File: config.mk
export PLATFORM = sky130hd
export DESIGN_NAME = i2s_rx_frontend
export DESIGN_NICKNAME = d
export VERILOG_FILES = /design/src/rtl/i2s_rx_frontend.sv
export SDC_FILE = /design/constraint.sdc
export NUM_CORES = 1
export LEC_CHECK = 0
export ABC_AREA = 1
export CAP_MARGIN = 10
export CORE_ASPECT_RATIO = 1.25
export CORE_UTILIZATION = 45
export DETAILED_ROUTE_END_ITERATION = 6
export PLACE_DENSITY = 0.73
export SLEW_MARGIN = 20
export SYNTH_ARGS = -nofsm -noshare
export SYNTH_HDL_FRONTEND = slang
export SYNTH_SLANG_ARGS = --single-unit
File: constraint.sdc
create_clock -name clk -period 2 [get_ports clk]
set_input_delay 0.6 -clock clk [delete_from_list [all_inputs] [get_ports clk]]
set_output_delay 0.6 -clock clk [all_outputs]
set_load 0.03 [all_outputs]
File: src/rtl/i2s_rx_frontend.sv
// i2s_rx_frontend
//
// Receives I2S serial audio from an external ADC. Only one channel slot is kept.
// Each captured word becomes one signed Q4.12 sample for the DSP chain.
// All logic runs on clk. The I2S lines are asynchronous and pass through
// 2-FF synchronisers. Capture logic advances only on a detected BCLK rise
// (a "bit tick").
//
// Parameters:
//   ADC_WIDTH  data bits captured per slot, MSB first, two's complement
//   FXP_SIZE   output sample width
//   FXP_FRAC   output fractional bits
//   CHANNEL    captured slot: 0 = left (LRCK low), 1 = right (LRCK high)
//
// Ports:
//   clk          system clock, at least 4x the BCLK frequency
//   rst          synchronous active-high reset
//   i2s_bclk     I2S bit clock (asynchronous)
//   i2s_lrck     I2S word select (asynchronous)
//   i2s_sdata    I2S serial data (asynchronous)
//   o_valid      one-cycle pulse: new sample on o_sample
//   o_sample     signed Q4.12 sample, held between pulses
//   o_frame_err  one-cycle pulse: selected slot ended before ADC_WIDTH bits
//
// Build option:
//   I2S_RX_ROUND_EN  when defined, conversion rounds half-up.
//                    When undefined, conversion truncates toward -inf.

module i2s_rx_frontend #(
  parameter int ADC_WIDTH = 24,
  parameter int FXP_SIZE  = 16,
  parameter int FXP_FRAC  = 12,
  parameter int CHANNEL   = 0
) (
  input  logic                clk,
  input  logic                rst,
  input  logic                i2s_bclk,
  input  logic                i2s_lrck,
  input  logic                i2s_sdata,
  output logic                o_valid,
  output logic [FXP_SIZE-1:0] o_sample,
  output logic                o_frame_err
);

  // Right shift that moves the Q0.(ADC_WIDTH-1) word onto the Q.FXP_FRAC grid
  localparam int SHIFT = ADC_WIDTH - 1 - FXP_FRAC;
  localparam int CNT_W = $clog2(ADC_WIDTH + 1);
  localparam logic [CNT_W-1:0] CNT_LAST = CNT_W'(ADC_WIDTH - 1);
  localparam logic CH_LVL = (CHANNEL != 0);

  typedef enum logic [1:0] {
    WAIT_SYNC = 2'd0,
    SHIFT_IN  = 2'd1,
    IGNORE    = 2'd2
  } state_t;

  // Synchroniser stages and edge-detect history
  logic bclk_meta_q, bclk_sync_q, bclk_prev_q;
  logic lrck_meta_q, lrck_sync_q;
  logic sdata_meta_q, sdata_sync_q;
  logic lrck_prev_q, lrck_prev_d;

  state_t                 state_q, state_d;
  logic [CNT_W-1:0]       cnt_q, cnt_d;
  logic [ADC_WIDTH-1:0]   shift_q, shift_d;
  logic                   valid_q, valid_d;
  logic                   err_q, err_d;
  logic [FXP_SIZE-1:0]    sample_q, sample_d;

  logic                   tick_s;
  logic                   lrck_edge_s;
  logic                   start_s;
  logic [ADC_WIDTH-1:0]   word_s;
  logic [FXP_SIZE-1:0]    trunc_s;
  logic [FXP_SIZE-1:0]    conv_s;
  logic                   unused_s;

  assign tick_s      = bclk_sync_q & ~bclk_prev_q;
  assign lrck_edge_s = tick_s & (lrck_sync_q != lrck_prev_q);
  // A capture starts only on an edge whose new level is the selected channel
  assign start_s     = lrck_edge_s & (lrck_sync_q == CH_LVL);
  assign lrck_prev_d = tick_s ? lrck_sync_q : lrck_prev_q;

  // The word including the bit arriving on this tick. Converting it directly
  // avoids spending an extra cycle on the final shift.
  assign word_s  = {shift_q[ADC_WIDTH-2:0], sdata_sync_q};

  // Arithmetic shift right: keep the top FXP_FRAC+1 bits, then sign-extend
  assign trunc_s = {{(FXP_SIZE-FXP_FRAC-1){word_s[ADC_WIDTH-1]}},
                    word_s[ADC_WIDTH-1:SHIFT]};

`ifdef I2S_RX_ROUND_EN
  // Half-up rounding: add the first discarded bit. The largest result is
  // 0x1000, so the add cannot wrap.
  assign conv_s = trunc_s + {{(FXP_SIZE-1){1'b0}}, word_s[SHIFT-1]};
`else
  assign conv_s = trunc_s;
`endif

  // The shifted-out MSB and the discarded fraction bits have no consumer
  assign unused_s = ^{shift_q[ADC_WIDTH-1], word_s[SHIFT-1:0]};

  // Next-state and output decode for the slot capture FSM
  always_comb begin
    state_d  = state_q;
    cnt_d    = cnt_q;
    shift_d  = shift_q;
    sample_d = sample_q;
    valid_d  = 1'b0;
    err_d    = 1'b0;
    case (state_q)
      WAIT_SYNC: begin
        if (start_s) begin
          state_d = SHIFT_IN;
          cnt_d   = '0;
        end else begin
          state_d = WAIT_SYNC;
        end
      end
      SHIFT_IN: begin
        if (lrck_edge_s) begin
          // Short slot. Drop the word and resync. This edge does not
          // start a new capture, even if it matches the channel level.
          err_d   = 1'b1;
          state_d = WAIT_SYNC;
          cnt_d   = '0;
        end else if (tick_s) begin
          shift_d = word_s;
          cnt_d   = cnt_q + 1'b1;
          if (cnt_q == CNT_LAST) begin
            sample_d = conv_s;
            valid_d  = 1'b1;
            state_d  = IGNORE;
          end else begin
            state_d  = SHIFT_IN;
          end
        end else begin
          state_d = SHIFT_IN;
        end
      end
      IGNORE: begin
        if (start_s) begin
          state_d = SHIFT_IN;
          cnt_d   = '0;
        end else begin
          state_d = IGNORE;
        end
      end
      default: begin
        state_d = WAIT_SYNC;
        cnt_d   = '0;
      end
    endcase
  end

  // Synchronisers, FSM state and registered outputs
  always_ff @(posedge clk) begin
    if (rst) begin
      bclk_meta_q  <= 1'b0;
      bclk_sync_q  <= 1'b0;
      bclk_prev_q  <= 1'b0;
      lrck_meta_q  <= 1'b0;
      lrck_sync_q  <= 1'b0;
      sdata_meta_q <= 1'b0;
      sdata_sync_q <= 1'b0;
      lrck_prev_q  <= 1'b0;
      state_q      <= WAIT_SYNC;
      cnt_q        <= '0;
      shift_q      <= '0;
      valid_q      <= 1'b0;
      err_q        <= 1'b0;
      sample_q     <= '0;
    end else begin
      bclk_meta_q  <= i2s_bclk;
      bclk_sync_q  <= bclk_meta_q;
      bclk_prev_q  <= bclk_sync_q;
      lrck_meta_q  <= i2s_lrck;
      lrck_sync_q  <= lrck_meta_q;
      sdata_meta_q <= i2s_sdata;
      sdata_sync_q <= sdata_meta_q;
      lrck_prev_q  <= lrck_prev_d;
      state_q      <= state_d;
      cnt_q        <= cnt_d;
      shift_q      <= shift_d;
      valid_q      <= valid_d;
      err_q        <= err_d;
      sample_q     <= sample_d;
    end
  end

  assign o_valid     = valid_q;
  assign o_sample    = sample_q;
  assign o_frame_err = err_q;

endmodule

* Yosys cells after proc, flatten, opt, wreduce, memory -nomap -nowiden
Index checks and enable logic that the tools add are counted.
** Cells by class
- $add $sub $neg :: 1
- Eq/ne operators :: 6
- Mux-type cells :: 12
- Bitwise operators :: 8
- Reduce and logical (&&, ||, !) cells :: 7
** Operators with widths (count)
- $mux 5 :: 3
- $pmux 5 s2 :: 1
- $mux 2 :: 4
- $pmux 2 s3 :: 1
- $add 5x1->5 const B :: 1
- $eq 5x5->1 const B :: 1
- $not 1->1 :: 5
- $reduce_and 4->1 :: 1
- $reduce_or 2->1 :: 2
- $reduce_or 4->1 :: 1
- $and 1x1->1 :: 3
- $mux 1 :: 3
- $ne 3x3->1 const B :: 1
- $reduce_and 3->1 :: 1
- $eq 2x1->1 const B :: 1
- $eq 2x2->1 const B :: 1
- $logic_not 2->1 :: 1
- $ne 2x1->1 const B :: 1
- $reduce_and 2->1 :: 1
- $ne 1x1->1 :: 1
** Word-level totals
- Register bits :: 53
- Input port bits :: 5
- Output and inout bits :: 18
- Logic and storage cells :: 48

* Depth between registers and ports, before layout
Gate-level depths: netlist (run 1).
- Depth in word-level cells :: 6
- Mapped depth :: 10
- Gate-level depth less buffers :: 9

* Worst setup path before layout (run 1)
OpenSTA, ideal clock, no wires.
- Path kind :: register to output
- From :: register, netlist name o_sample[12]
- To :: output port o_sample[13]
- Arrival time :: 0.758 ns
- Required time :: 1.400 ns
- Slack :: 0.642 ns
- Stages on the path, launching flop included :: 2
- Cell sequence :: dfxtp_1 > buf_4
** RTL lines
- end: declaration :: RTL line 41 : output logic [FXP_SIZE-1:0] o_sample,

* Worst setup path after layout (run 1)
- From :: register sample_q[11] (netlist: o_sample[11])
- To :: output port o_sample[11]
** RTL lines
- start: declaration :: RTL line 68 : logic [FXP_SIZE-1:0] sample_q, sample_d;
- start signal: assignment :: RTL line 187 : sample_q <= sample_d;
No word-level cell between the ends.

==> results of run 1 <==
==> worst reg2reg max path, delay by kind of cell (launching register included) <==
family / cells / cell delay [ns]
AND/OR/NAND/NOR: 6 / 0.87
flip-flops: 1 / 0.38
adder cells (fa/ha/maj): 1 / 0.19
buffers and inverters: 1 / 0.07
==> path summary, 6_finish.rpt <==
path	end	slack [ns]	cells after the start
worst min register to register	lrck_sync_q	0.41	2
worst max-delay path	o_sample[11]	0.09	1
worst min-delay path	lrck_sync_q	0.41	2
worst max register to register	o_sample[11]	0.38	8
==> Yosys cell counts <==
cell type / n / area share (%)
a21oi_1: 5 / 1.1
buf_2: 6 / 1.3
buf_4: 6 / 2.0
buf_6: 1 / 0.50
clkbuf_1: 1 / 0.17
clkinv_1: 1 / 0.17
dfxtp_1: 53 / 47
ha_1: 1 / 0.55
inv_1: 53 / 8.8
inv_2: 3 / 0.50
nand2_1: 86 / 14
nand2_2: 5 / 1.4
nand2_4: 1 / 0.50
nand3_1: 6 / 1.3
nand3_4: 3 / 2.3
nand4_1: 1 / 0.28
nor2_1: 89 / 15
nor2_4: 2 / 0.99
nor2_8: 1 / 0.88
nor4_1: 1 / 0.28
o21a_1: 1 / 0.33
o21ai_0: 2 / 0.44
xor2_1: 1 / 0.39
==> per-layer routing <==
metal,global-route usage (%),wire length [um]
met1,17.1,1690
met2,26.3,1710
met3,2.95,83
met4,4.57,42
met5,0,0
==> layout make-up <==
cell class | count | area, um2 | area share, %
inverter | 57 | 214 | 8.20
multi-input combinational | 205 | 901 | 34.5
timing repair buffer | 24 | 254 | 9.74
sequential | 53 | 1060 | 40.7
clock inverter | 2 | 35.0 | 1.34
tap | 60 | 75.1 | 2.88
clock buffer | 5 | 68.8 | 2.64
==> sequential cells by signal, summed over array words and instances (netlist names) <==
name,flops
bclk_meta_q,1
cnt_q,5
lrck_sync_q,1
o_sample,13
bclk_prev_q,1
lrck_meta_q,1
o_valid,1
bclk_sync_q,1
sdata_sync_q,1
lrck_prev_q,1
sdata_meta_q,1
o_frame_err,1
state_q,2
shift_q,23
==> per-stage QoR <==
stage	hold slack [ns]	power [mW]	util, %	cell area [um2]
after floorplan	0.388	1.13	-	2270
after global placement	0.388	1.15	52.1	2500
after detailed placement	0.394	1.15	52.1	2500
after CTS	0.408	1.85	54.2	2600
after global routing	0.426	1.89	54.4	2610
final	0.406	1.82	54.4	2610
==> cells by family after synthesis <==
kind of cell               after synthesis
buffers and inverters                   71
xor gates and xnor gates                 1
and+or+nand+nor                        195
DFF                                     53
AOI/OAI and AO/OA                        8
adders and majority gates                1
==> power groups by stage <==
stage	combinational, mW	clock [mW]	sequential, mW
3_5_place_dp	0.0574	0	1.09
3_3_place_gp	0.0563	0	1.09
4_1_cts	0.0576	0.718	1.07
6_report	0.0569	0.696	1.07
2_1_floorplan	0.0383	0	1.09
5_1_grt	0.0629	0.754	1.07
==> out/results.ini, run 1 <==
[run_status]
outcome=complete, no violations

[logic_synthesis]
synth_compound_area_share_pct=1.88
synth_area_um2=2270
synth-seq-area-share_pct=46.8
syn-instance-count=329
synthAdderAreaFrac_pct=0.552
yosys.area_share.simple_pct=36.9
synth_nets=335
ys_ff_latch=53
yosysUniqueCellTypes=23
avgSynthCellArea_um2=6.89
synth_top_family_by_area=simple AND/OR/NAND/NOR gates
yosys-mux-area-fraction_pct=0
yosys_warnings=0
synth-xor-area-share_pct=0.387

[global_routing]
grt_use_total_pct=14.6
antenna_found_initial=0
grt_max_degree=47
gr-total-overflow=0
first_global_vias=1538
grt_first_pass_wirelength_um=6190

[min_path]
hp-start=lrck_meta_q
hp-class=reg2reg

[critical_path]
crit_path_start_kind=flip-flop
crit_path_start=o_sample[11]
r2r_start=cnt_q[0]
end_kind=output port
cp.arrival_ns=1.31
cp_cell_sequence=clkdlybuf4s50_1
crit_required_ns=1.40
critPathMaxFanout=2
cp_slowest_cell=clkdlybuf4s50_1
crit_type=reg2out
path_delay_family=buffers and inverters
critPathMaxStageDelay_ns=0.67
cp.buffers_inverters=1

[clock_tree]
clkLatencyLatePin_ns=0.30
htree_levels=2
cts_hold_buf=0
cts_buffers=5
cts-root-buf=clkbuf_8
clock_path_buffers=2
cts-resized-gates=1
path_clk_slew_ns=0.09
cts_setup_buffers=0
cts_tree=done
clkSinkCount=53

[floorplanning]
core_um2=4800
start_util_pct=47.2
die_w_um=65.5
ioPinCount=23
dieArea_um2=5330
rows=28
fp.dieH_um=81.3

[sta]
rsz0062_at_grt=no
fin_worst_skew_ns=0.00327
setup_slack_ns=0.0888
setup-violations-final=0
finalHoldViolations=0
finalSetupTns_ns=0
fmax_mhz=523
finalCritPeriodShare_pct=95.6
worst_pin_slew_ns=0.461
post-route-min-period_ns=1.91
maxSlewViolCount=0
relSlewSlack_pct=69.2

[detailed_routing]
drtIter0Drc=116
avgRoutedWirePerCell_um=8.67
drc=0
firstDrtPassIters=4
antenna_left=0
via_per_inst=4.37
vias=1775
drt_wl_total_um=3520

[place]
pre_cts_ws_ns=0.328
gp_congestion=0.768
placed_cells=399
io_buffers=22
hpwl_um=2250

[finish]
nNetsFinal=352
layout.cells.non_filler=406
drive_gt1_share_pct=6.94
final_common_cell=nor2_1
area_growth_syn_to_layout_pct=15.1
mostFrequentLayoutCells=89 x nor2_1, 86 x nand2_1, 53 x inv_1, 53 x dfxtp_1, 18 x clkdlybuf4s50_1
fill_cells=460
diodes=0

[pwr]
cellPowerDensity_nw_per_um2=699
pwr-share-clk_pct=38.2
seq_power_share_pct=58.7
internal_power_mw=1.45
switchingPower_mw=0.372
max-vdd-ir-drop_mv=0.458
p_leak_nw=1.45
pwr-share-comb_pct=3.1
switching_share_pct=20.4

[job]
maxCapViolCount=0

(Power assumes the default switching activity.)
==> run 2, diff against run 1 <==
clock period = 2.25 ns   (was 2 ns; I/O delays follow)
==> run 2 against run 1 <==
  * Worst hold slack gained 0.0072 ns
  * Largest power group unchanged
  * Clock skew grew 0.00062 ns
  * Combinational power shrank 17%
  * Non-clock buffer count is the same
==> out/results.ini, run 2 (synthesis results as in run 1) <==
[sta]
maxSlewViolCount=0  ; unchanged
rsz0062_at_grt=no  ; unchanged
setup_slack_ns=0.203  ; was 0.0888 ns
finalCritPeriodShare_pct=91.0
finalSetupTns_ns=0  ; unchanged
finalHoldViolations=0  ; unchanged
post-route-min-period_ns=2.05
fmax_mhz=489
setup-violations-final=0  ; unchanged
relSlewSlack_pct=69.4  ; was 69.2%
finalHoldWorstSlack_ns=0.413  ; was 0.406 ns
fin_worst_skew_ns=0.00389  ; was 0.00327 ns
worst_pin_slew_ns=0.459  ; was 0.461 ns

[detailed_routing]
wl_met2_um=1650  ; was 1710 um
drtIter0Drc=67  ; was 116
avgRoutedWirePerCell_um=8.49  ; was 8.67 um
routedLengthMet1_um=1660  ; was 1690 um
firstDrtPassIters=4  ; unchanged
via_per_inst=4.36  ; was 4.37
top_layer=met4  ; unchanged
drt_wl_total_um=3450  ; was 3520 um
drc=0  ; unchanged
vias=1773  ; was 1,775
met3_length_um=82  ; was 83 um
antenna_left=0  ; unchanged

[global_routing]
first_global_vias=1556  ; was 1,538
grt_max_degree=47  ; unchanged
grt_first_pass_wirelength_um=6290  ; was 6190 um
antenna_found_initial=0  ; unchanged
grt_use_total_pct=14.8  ; was 14.6%
gr-total-overflow=0  ; unchanged

[clock_tree]
clkLatencyLatePin_ns=0.29  ; was 0.30 ns
htree_levels=2  ; unchanged
cts-root-buf=clkbuf_8  ; unchanged
cts_setup_buffers=0  ; unchanged
clkSinkCount=53  ; unchanged
cts_tree=done  ; unchanged
cts-resized-gates=0  ; was 1
cts_buffers=5  ; unchanged
cts_hold_buf=0  ; unchanged
clock_path_buffers=2  ; unchanged
path_clk_slew_ns=0.09  ; about the same

[finish]
largest-register=shift_q  ; unchanged
fill_cells=461  ; was 460
diodes=0  ; unchanged
nNetsFinal=352  ; unchanged
layout.cells.non_filler=407  ; was 406
mostFrequentLayoutCells=89 x nor2_1, 86 x nand2_1, 53 x inv_1, 53 x dfxtp_1, 22 x clkdlybuf4s50_1  ; was 89 x nor2_1, 86 x nand2_1, 53 x inv_1, 53 x dfxtp_1, 18 x clkdlybuf4s50_1
largest_reg_flops=23  ; unchanged
fin_area_um2=2580  ; was 2610 um2
area_growth_syn_to_layout_pct=14.0  ; was 15.1%
drive_gt1_share_pct=7.20  ; was 6.94%
final_util_pct=53.8  ; was 54.4%
final_common_cell=nor2_1  ; unchanged

[critical_path]
crit_path_start_kind=flip-flop  ; unchanged
cp_cell_sequence=clkdlybuf4s50_1  ; unchanged
crit_required_ns=1.57  ; was 1.40 ns
end_kind=output port  ; unchanged
critPathMaxStageDelay_ns=0.69  ; was 0.67 ns
path_delay_family=buffers and inverters  ; unchanged
critPathMaxFanout=5  ; was 2
cp_slowest_cell=clkdlybuf4s50_1  ; unchanged
cp.buffers_inverters=1  ; unchanged
crit_type=reg2out  ; unchanged
cp.arrival_ns=1.37  ; was 1.31 ns

[min_path]
hp-class=reg2reg  ; unchanged

[floorplanning]
fp.dieH_um=81.3  ; unchanged
dieArea_um2=5330  ; unchanged
core_um2=4800  ; unchanged
start_util_pct=47.2  ; unchanged
die_w_um=65.5  ; unchanged
rows=28  ; unchanged
ioPinCount=23  ; unchanged

[pwr]
max-vdd-ir-drop_mv=0.486  ; was 0.458 mV
p_leak_nw=1.38  ; was 1.45 nW
cellPowerDensity_nw_per_um2=599  ; was 699 nW/um2
power_mw=1.55  ; was 1.82 mW

[run_status]
outcome=complete, no violations  ; unchanged

[place]
placed_cells=399  ; unchanged
hpwl_um=2250  ; about the same
gp_congestion=0.792  ; was 0.768
pre_cts_ws_ns=0.324  ; was 0.328 ns
place_area_um2=2490  ; was 2500 um2
io_buffers=22  ; unchanged

[job]
maxCapViolCount=0  ; unchanged

## run 2: changes by cell type in the layout (fill, tap and decap cells not counted)
cell and change:
clkbuf_8 +1, dlygate4sd2_1 -1, dlymetal6s2s_1 -3, buf_12 -1
bufinv_16 -1, clkdlybuf4s50_1 +4, clkinv_4 +1, buf_4 +1
## run 2: final timing paths
check,from,to,depth (start not counted),slack (ns)
hold / removal,sdata_meta_q,sdata_sync_q,2,0.41
setup / recovery,o_sample[12],o_sample[13],1,0.20
hold reg to reg,sdata_meta_q,sdata_sync_q,2,0.41
setup reg to reg,cnt_q[0],o_sample[4],9,0.61
## run 2: area by class of cell
cell class,instances,area [um2],area share [%]
Clock buffer,6,82.6,3.20
Tap cell,60,75.1,2.91
Multi-Input combinational cell,205,901,34.9
Inverter,57,214,8.28
Clock inverter,2,13.8,0.533
Timing Repair Buffer,24,235,9.11
Sequential cell,53,1060,41.1
## run 2: worst register-to-register path, stage by stage, from the launching register on
cell and delay [ns]:
dfxtp_1 0.38, ha_1 0.19, nand2_1 0.11, inv_2 0.07, nand2_1 0.08, nor2_4 0.15
nand3_4 0.30, nand2_1 0.16, nand2_1 0.06, nor2_1 0.10
## run 2: layer usage
metal / track usage, % / up-vias
li1: - / 980
met4: 6.30 / 0
met5: 0 / -
met1: 17.9 / 764
met3: 2.67 / 6
met2: 25.5 / 23
## run 2: report_power, final
| group | total (mW) | switching (mW) | internal, mW | leakage [nW] |
|---|---|---|---|---|
| Clock | 0.548 | 0.298 | 0.250 | 0.0512 |
| Sequential | 0.951 | 0.00507 | 0.946 | 0.428 |
| Combinational | 0.0472 | 0.0303 | 0.0169 | 0.902 |
| Total | 1.55 | 0.333 | 1.21 | 1.38 |
==> run 3, diff against run 2 <==
GPL_ROUTABILITY_DRIVEN = 0   (was unset)
clock period = 2.5 ns   (was 2.25 ns; I/O delays follow)
==> run 3 against run 2 <==
  * Power decreased by 11%
  * Sequential cell count stayed put
  * Sequential power is 10% lower
  * Cell count unchanged
  * Critical endpoint is now o_sample[12]
  * Highest routed layer unchanged
==> out/results.ini, run 3 (synthesis results as in run 1) <==
[sta]
worst_pin_slew_ns=0.470  ; was 0.459 ns
maxSlewViolCount=0  ; unchanged
finalHoldViolations=0  ; unchanged
setup_slack_ns=0.365  ; was 0.203 ns
setup-violations-final=0  ; unchanged
finalCritPeriodShare_pct=85.4
rsz0062_at_grt=no  ; unchanged
fmax_mhz=468
finalSetupTns_ns=0  ; unchanged
fin_worst_skew_ns=0.00705  ; was 0.00389 ns
relSlewSlack_pct=68.5  ; was 69.4%
post-route-min-period_ns=2.13

[floorplanning]
die_w_um=65.5  ; unchanged
start_util_pct=47.2  ; unchanged
fp.dieH_um=81.3  ; unchanged
ioPinCount=23  ; unchanged
dieArea_um2=5330  ; unchanged
core_um2=4800  ; unchanged
rows=28  ; unchanged

[clock_tree]
clkLatencyLatePin_ns=0.31  ; was 0.29 ns
clock_path_buffers=2  ; unchanged
cts_setup_buffers=0  ; unchanged
cts_tree=done  ; unchanged
cts_hold_buf=0  ; unchanged
cts_buffers=5  ; unchanged
htree_levels=2  ; unchanged
cts-root-buf=clkbuf_8  ; unchanged
cts-resized-gates=0  ; unchanged
clkSinkCount=53  ; unchanged
path_clk_slew_ns=0.09  ; about the same

[job]
maxCapViolCount=0  ; unchanged

[pwr]
seq_power_share_pct=62.4  ; was 61.5%
pwr-share-clk_pct=34.3  ; was 35.4%
internal_power_mw=1.06  ; was 1.21 mW
switching_share_pct=22.6  ; was 21.5%
switchingPower_mw=0.310  ; was 0.333 mW
p_leak_nw=1.38  ; about the same
pwr-share-comb_pct=3.3  ; was 3.1%
cellPowerDensity_nw_per_um2=531  ; was 599 nW/um2
max-vdd-ir-drop_mv=0.415  ; was 0.486 mV

[place]
hpwl_um=2280  ; was 2250 um
io_buffers=22  ; unchanged
placed_cells=399  ; unchanged
pre_cts_ws_ns=0.290  ; was 0.324 ns

[global_routing]
grt_use_total_pct=14.8  ; about the same
grt_max_degree=47  ; unchanged
antenna_found_initial=0  ; unchanged
grt_first_pass_wirelength_um=6150  ; was 6290 um
first_global_vias=1528  ; was 1,556
gr-total-overflow=0  ; unchanged

[finish]
fill_cells=473  ; was 461
nNetsFinal=352  ; unchanged
layout.cells.non_filler=407  ; unchanged
drive_gt1_share_pct=7.20  ; unchanged
diodes=0  ; unchanged
mostFrequentLayoutCells=89 x nor2_1, 86 x nand2_1, 53 x inv_1, 53 x dfxtp_1, 22 x clkdlybuf4s50_1  ; unchanged
final_common_cell=nor2_1  ; unchanged
largest_reg_flops=23  ; unchanged
area_growth_syn_to_layout_pct=14.1  ; was 14.0%
largest-register=shift_q  ; unchanged

[detailed_routing]
firstDrtPassIters=4  ; unchanged
vias=1759  ; was 1,773
drt_wl_total_um=3450  ; unchanged
drtIter0Drc=71  ; was 67
drc=0  ; unchanged
via_per_inst=4.32  ; was 4.36
antenna_left=0  ; unchanged
avgRoutedWirePerCell_um=8.49  ; unchanged

[critical_path]
cp.buffers_inverters=1  ; unchanged
cp_slowest_cell=clkdlybuf4s50_1  ; unchanged
path_delay_family=buffers and inverters  ; unchanged
critPathMaxFanout=5  ; unchanged
cp.arrival_ns=1.38  ; was 1.37 ns
end_kind=output port  ; unchanged
critPathMaxStageDelay_ns=0.69  ; about the same
crit_type=reg2out  ; unchanged
crit_required_ns=1.75  ; was 1.57 ns
rr_worst_depth=8  ; was 9
cp_cell_sequence=clkdlybuf4s50_1  ; unchanged
crit_cells=1  ; unchanged
crit_path_start_kind=flip-flop  ; unchanged

[run_status]
outcome=complete, no violations  ; unchanged

[min_path]
hp-class=reg2reg  ; unchanged
hold_depth=2  ; unchanged

run 3: cell count changes in the layout (fill, tap and decap cells not counted), sizes merged:
cell / before / now
clkbuf: 6 / 5
clkinvlp: 0 / 1
run 3: cell type report:
type                            instances  area (um2)  area share (%)
Clock inverter                          3        17.5           0.678
Multi-Input combinational cell        205         901            34.8
Inverter                               57         214            8.28
Clock buffer                            5        68.8            2.66
Tap cell                               60        75.1            2.90
Sequential cell                        53        1060            41.0
Timing Repair Buffer                   24         248            9.58
run 3: worst paths after layout:
| kind | from | to | slack [ns] |
|---|---|---|---|
| worst max-delay path | o_sample[12] | o_sample[12] | 0.37 |
| worst min-delay path | sdata_meta_q | sdata_sync_q | 0.41 |
| worst min register to register | sdata_meta_q | sdata_sync_q | 0.41 |
| worst max register to register | cnt_q[0] | o_sample[12] | 0.90 |
run 3: layer usage:
metal / share of wire, % / GRT usage, % / vias up
li1: - / - / 975
met1: 49 / 16.2 / 759
met2: 46 / 26.4 / 18
met3: 2.5 / 4.21 / 7
met4: 1.8 / 6.52 / 0
met5: 0 / 0 / -
run 3: stage by stage:
step | power (mW) | utilization (%) | cell area (um2) | hold slack, ns
2_1_floorplan | 0.905 | - | 2270 | 0.388
3_3_place_gp | 0.920 | 52.1 | 2500 | 0.394
3_5_place_dp | 0.921 | 52.1 | 2500 | 0.401
4_1_cts | 1.39 | 53.9 | 2580 | 0.415
5_1_grt | 1.43 | 53.9 | 2580 | 0.429
6_report | 1.37 | 53.9 | 2580 | 0.411
run 3: tightest hold or removal path: stages (launching register included):
cell,delay (ns)
dfxtp_1,0.31
inv_1,0.04
nor2_1,0.03
run 3: power groups by stage:
stage / registers [mW] / logic, mW / clock network [mW]
2_1_floorplan: 0.875 / 0.0306 / 0
3_3_place_gp: 0.875 / 0.0446 / 0
3_5_place_dp: 0.876 / 0.0455 / 0
4_1_cts: 0.856 / 0.0458 / 0.489
5_1_grt: 0.857 / 0.0505 / 0.519
6_report: 0.856 / 0.0450 / 0.471
